===== src/rtl/add_seq_ctrl.sv =====
// Multi-byte add/subtract sequencer: one shared 8-bit adder walks the operands
// LSB byte first, chaining the carry through a flop, with a start/busy/done handshake.

module add_8_bit (
  input  logic [7:0] a,
  input  logic [7:0] b,
  input  logic       cin,
  output logic [7:0] sum,
  output logic       cout
);
  assign {cout, sum} = {1'b0, a} + {1'b0, b} + {8'b0, cin};
endmodule

module add_seq_ctrl #(
  parameter int WORDS = 4
) (
  input  logic               clk,
  input  logic               rst,
  input  logic               start,
  input  logic               op_sub,
  input  logic [8*WORDS-1:0] a,
  input  logic [8*WORDS-1:0] b,
  output logic               busy,
  output logic               done,
  output logic [8*WORDS-1:0] result,
  output logic               carry_out,
  output logic               overflow
);
  localparam int IDX_W = (WORDS > 1) ? $clog2(WORDS) : 1;
  localparam logic [IDX_W-1:0] LAST_IDX = IDX_W'(WORDS - 1);

  typedef enum logic [1:0] {S_IDLE, S_RUN, S_DONE} state_t;

  state_t                    state_q, state_d;
  logic [IDX_W-1:0]          idx_q, idx_d;
  logic [WORDS-1:0][7:0]     a_q, a_d;
  logic [WORDS-1:0][7:0]     b_q, b_d;
  logic                      carry_q, carry_d;
  logic [WORDS-1:0][7:0]     result_q, result_d;
  logic                      carry_out_q, carry_out_d;
  logic                      overflow_q, overflow_d;

  logic [7:0] add_a, add_b, add_sum;
  logic       add_cout;

  assign add_a = a_q[idx_q];
  assign add_b = b_q[idx_q];

  add_8_bit u_add (
    .a    (add_a),
    .b    (add_b),
    .cin  (carry_q),
    .sum  (add_sum),
    .cout (add_cout)
  );

  always_comb begin
    state_d     = state_q;
    idx_d       = idx_q;
    a_d         = a_q;
    b_d         = b_q;
    carry_d     = carry_q;
    result_d    = result_q;
    carry_out_d = carry_out_q;
    overflow_d  = overflow_q;

    case (state_q)
      S_IDLE, S_DONE: begin
        if (start) begin
          // Subtract is a + ~b + 1: invert b here and seed the carry with 1.
          a_d     = a;
          b_d     = op_sub ? ~b : b;
          carry_d = op_sub;
          idx_d   = '0;
          state_d = S_RUN;
        end else if (state_q == S_DONE) begin
          state_d = S_IDLE;
        end
      end
      S_RUN: begin
        result_d[idx_q] = add_sum;
        carry_d         = add_cout;
        idx_d           = idx_q + IDX_W'(1);
        if (idx_q == LAST_IDX) begin
          // b_q is already inverted for subtract, so one overflow rule covers both ops.
          carry_out_d = add_cout;
          overflow_d  = (a_q[WORDS-1][7] == b_q[WORDS-1][7]) &&
                        (add_sum[7] != a_q[WORDS-1][7]);
          idx_d       = '0;
          state_d     = S_DONE;
        end
      end
      default: state_d = S_IDLE;
    endcase
  end

  always_ff @(posedge clk or posedge rst) begin
    if (rst) begin
      state_q     <= S_IDLE;
      idx_q       <= '0;
      a_q         <= '0;
      b_q         <= '0;
      carry_q     <= 1'b0;
      result_q    <= '0;
      carry_out_q <= 1'b0;
      overflow_q  <= 1'b0;
    end else begin
      state_q     <= state_d;
      idx_q       <= idx_d;
      a_q         <= a_d;
      b_q         <= b_d;
      carry_q     <= carry_d;
      result_q    <= result_d;
      carry_out_q <= carry_out_d;
      overflow_q  <= overflow_d;
    end
  end

  assign busy      = (state_q == S_RUN);
  assign done      = (state_q == S_DONE);
  assign result    = result_q;
  assign carry_out = carry_out_q;
  assign overflow  = overflow_q;

endmodule


===== config.mk =====
export PLATFORM = sky130hd
export DESIGN_NAME = add_seq_ctrl
export DESIGN_NICKNAME = d
export VERILOG_FILES = /design/src/rtl/add_seq_ctrl.sv
export SDC_FILE = /design/constraint.sdc
export NUM_CORES = 1
export LEC_CHECK = 0
export CAP_MARGIN = 20
export CELL_PAD_IN_SITES_DETAIL_PLACEMENT = 0
export CELL_PAD_IN_SITES_GLOBAL_PLACEMENT = 1
export CORE_ASPECT_RATIO = 1.75
export CORE_MARGIN = 5
export CORE_UTILIZATION = 42
export CTS_CLUSTER_DIAMETER = 60
export DETAILED_ROUTE_END_ITERATION = 8
export PLACE_DENSITY_LB_ADDON = 0.1
export SYNTH_ARGS = -nofsm -noshare
export SYNTH_HDL_FRONTEND = slang
export SYNTH_SLANG_ARGS = --single-unit

===== constraint.sdc =====
create_clock -name clk -period 7.3 [get_ports clk]
set_input_delay 1.825 -clock clk [delete_from_list [all_inputs] [get_ports clk]]
set_output_delay 1.825 -clock clk [all_outputs]
set_load 0.1 [all_outputs]

Yosys cells after proc, flatten, opt, wreduce, memory -nomap -nowiden:

Cells that the tools add are included.

* reductions and logical operators: 9
* $lt $le $gt $ge: 2
* divide/modulo/power cells: 0
* bitwise logic cells: 1
* shifts and indexed selects: 0
* multiply operators: 0
* $add $sub $neg: 3
* mux-type cells: 17
* eq/ne operators: 8

Operators by type and width (number)
* binary-select mux 8 bit (select 2 bit): 2
* bitwise mux 32 bit: 1
* 2-to-1 mux 32 bit: 1
* inverter 32 bit: 1
* 2-to-1 mux 8 bit: 3
* demux 8 bit (select 2 bit): 1
* 2-to-1 mux 2 bit: 5
* adder 8 x 8 -> 9 bit: 1
* adder 9 x 1 -> 9 bit: 1
* one-hot mux 2 bit (2 select lines): 2
* AND reduction 2 bit: 4
* == test 2 bit, second input constant: 2
* less-than comparator 2 x 3 -> 1 bit, second input constant: 1
* != test 3 bit, second input constant: 1
* adder 2 x 1 -> 2 bit, second input constant: 1
* == test 2 x 1 -> 1 bit, second input constant: 1
* >= comparator 2 x 1 -> 1 bit, second input constant: 1
* logical AND 1 bit: 2
* logical NOT 2 bit: 1
* != test 2 x 1 -> 1 bit, second input constant: 1
* != test 2 bit, second input constant: 1
* one-hot mux 1 bit (2 select lines): 1
* nonzero test 2 bit: 1
* OR reduction 2 bit: 1
* other kinds (3): 3

* memories kept: 0
* word-level logic and storage cells: 57
* memory bits (writable): 0
* latch bits: 0
* input port bits: 68
* register bits after elaboration: 103
* bits in read-only memories: 0

Depth between registers and ports, before layout:

* word-level depth: 6
* mapped depth: 9

Cells and area by module:

Synthesis repeated with hierarchy kept, for this count alone.

* cells, all modules: 435
* area total of the unflattened synthesis: 4912.2 µm²

Modules (own cells, without submodules)
* add_seq_ctrl: times used 1, cells an instance 398, area each 4586.9 µm²
* add_8_bit: times used 1, cells an instance 37, area each 325.3 µm²

Least setup slack after synthesis:

OpenSTA, ideal clock, no wires.

* path kind: register -> output
* start: register state_q[0]
* end: output done
* path slack: 3.748 ns
* data arrival time: 1.727 ns
* stages on the path, launching flop included: 2
* cells stage by stage: dfrtp_1 -> nor2b_1

* word-level cells in the longest chain between the ends: 1

Ends and longest elaborated chain
* start, declared: line 34 `state_t state_q, state_d;`
* start signal, assigned: line 108 `state_q <= state_d;`
* == test 2 bit: line 120 `assign done = (state_q == S_DONE);`
* end, declared: line 24 `output logic done,`

No other way between the ends.

Final worst setup path:

* start: register state_q[1]
* end: output busy

* word-level cells in the longest chain between the ends: 1

Ends and longest elaborated chain
* == test 2 x 1 -> 1 bit: line 119 `assign busy = (state_q == S_RUN);`
* end, declared: line 23 `output logic busy,`

No other way between the ends.

==> flow_summary.ini <==
[cts]
cts_tree = done
post_cts_buffers = 0
cts-root-buf = clkbuf_16
insertion_delay_ps = 340
ctsLongestPathBuffers = 2
path_clk_slew_ps = 70
cts_resized = 0
cts_hold_buf = 0
htreeDepth = 3
cts.sink_count = 103
cts_buffers = 9

[placement]
gp_congestion = 0.806
place_inst = 698
hpwl_mm = 8.66
port_buffers = 103

[finish]
final_layout_size_suffix_gt1_share_pct = 8.81
final_common_cell = nand2_1
layout_common_cells = nand2_1 (163), dfrtp_1 (103), clkdlybuf4s50_1 (102)
fin_nets = 655
postLayoutCoreUtil_pct = 54.8
diodes = 0
final-instance-count-excl-fill = 714
area_growth_pct = 29.1

[setup_path]
start_kind = flip-flop
worstPathMaxFanout = 8
crit_arrival_ps = 2230
critPathRequiredTime_ps = 5480
startpoint = state_q[1]
end_kind = output pin
worstSetupPathType = flip-flop to output pin
r2r-start = idx_q[0]

[hold_path]
hold_path_class = flip-flop to flip-flop
min-delay-start = a_q[24]

[sta]
post-route-period-util_pct = 55.6
clock_skew_ps = 5.58
drv_slew = 0
slew_headroom_pct = 34.6
tightest_slew_ps = 979
fin_tns_setup_ps = 0
hold_viol = 0
hold_ws_ps = 476
fmax_mhz = 247
finalCriticalPeriod_ps = 4060
setup_viol = 0
rsz0062_at_grt = false

[drt]
wl_per_cell_um = 16.1
vias = 3604
antenna_left = 0
drc = 0
drt_pass1_iterations = 4
vias_per_cell = 5.05
drt-total-wl_mm = 11.5
drt_iter0_drc = 121

[global_route]
grt_pass1_vias = 3765
grt_max_degree = 98
grt_overflow_total = 0
grt_pass1_wl_mm = 18.7
grtUsageTotal_pct = 17.1
antenna_found_initial = 0

[floorplan]
initial_core_util_pct = 42.5
std_cell_rows = 52
coreArea_sq_um = 11500
fp.dieW_um = 91.6
dieArea_sq_um = 14000
io_pins = 104
die_h_um = 153

[synth]
yosysUniqueCellTypes = 34
synth_edf_count = 0
yosysSeqAreaShare_pct = 52.7
synth_nets = 565
post_synth.cell_area_avg_sq_um = 10.1
syn_area_sq_um = 4890
async_reset_ff_share_pct = 100
synth-seq-cells = 103
synth_cells = 484
ys_warn_count = 0
ys.flop_type = dfrtp_1

[flow_run]
cap_violations = 0

[run_status]
status = finished clean
==> sequential cells by signal, summed over array words and instances, names as in the netlist <==
register   cells
a_q           32
state_q        2
carry_out      1
overflow       1
carry_q        1
b_q           32
idx_q          2
result        32
==> cells by family after synthesis <==
| family | synth area share (%) |
|---|---|
| adders and majority gates | 3.63 |
| xor gates and xnor gates | 6.44 |
| DFF | 52.7 |
| and+or+nand+nor | 15.3 |
| muxes | 10.0 |
| buffers and inverters | 2.86 |
| AOI/OAI and AO/OA | 9.10 |
==> Yosys cell counts (2+ instances only) <==
master	n	area, sq um
ha_1	11	138
nand2b_1	2	12.5
mux2i_1	4	40.0
clkbuf_1	22	82.6
nor2b_1	2	12.5
inv_1	5	18.8
a211oi_1	3	22.5
a21o_1	3	22.5
o21ai_0	57	285
o211ai_1	2	15.0
or3_1	2	12.5
nand2_1	163	612
a22oi_1	2	15.0
mux2_2	8	90.1
dfrtp_1	103	2580
xnor2_1	35	307
buf_2	7	35.0
fa_1	2	40.0
nor3_1	7	35.0
nor2_1	12	45.0
a21oi_1	4	20.0
mux4_2	16	360
==> worst max-delay path, cell delays in order (launching register included) <==
cell and delay (ps):
dfrtp_1 370, nand2b_1 210, inv_2 150, clkdlybuf4s50_1 1160
==> through the flow <==
step / worst slack (ps) / area (sq um)
finish: 3240 / 6320
global route: 3170 / 6320
CTS: 3230 / 6320
detailed placement: 3600 / 6020
global placement: 3630 / 6020
floorplan: 2770 / 4890
==> worst paths after layout <==
| kind | to | slack, ps | depth (start not counted) |
|---|---|---|---|
| max | busy | 3240 | 3 |
| min in group asynchronous | result[9] | 1840 | 2 |
| max in group asynchronous | b_q[4] | 4240 | 3 |
| max reg2reg | carry_out | 3850 | 9 |
| min | a_q[24] | 480 | 2 |
| min reg2reg | a_q[24] | 480 | 2 |
==> area by class of cell <==
class | instances | area (sq um)
fill | 1053 | 5200
sequential | 103 | 2580
multi-input combinational | 346 | 2180
timing repair buffer | 108 | 1060
clock buffer | 11 | 243
tap | 135 | 169
clock inverter | 5 | 57.6
inverter | 6 | 25.0
==> metal layers <==
metal	GRT usage [%]	vias up	part of all wire (%)
li1	-	1794	-
met1	19.4	1731	39
met2	31.9	69	56
met3	2.67	10	3.6
met4	5.54	0	1.5
met5	0	-	0
Power is left out: the tool's default activity adds up to more than one toggle a clock period on the data nets, which glitch-free logic cannot reach.
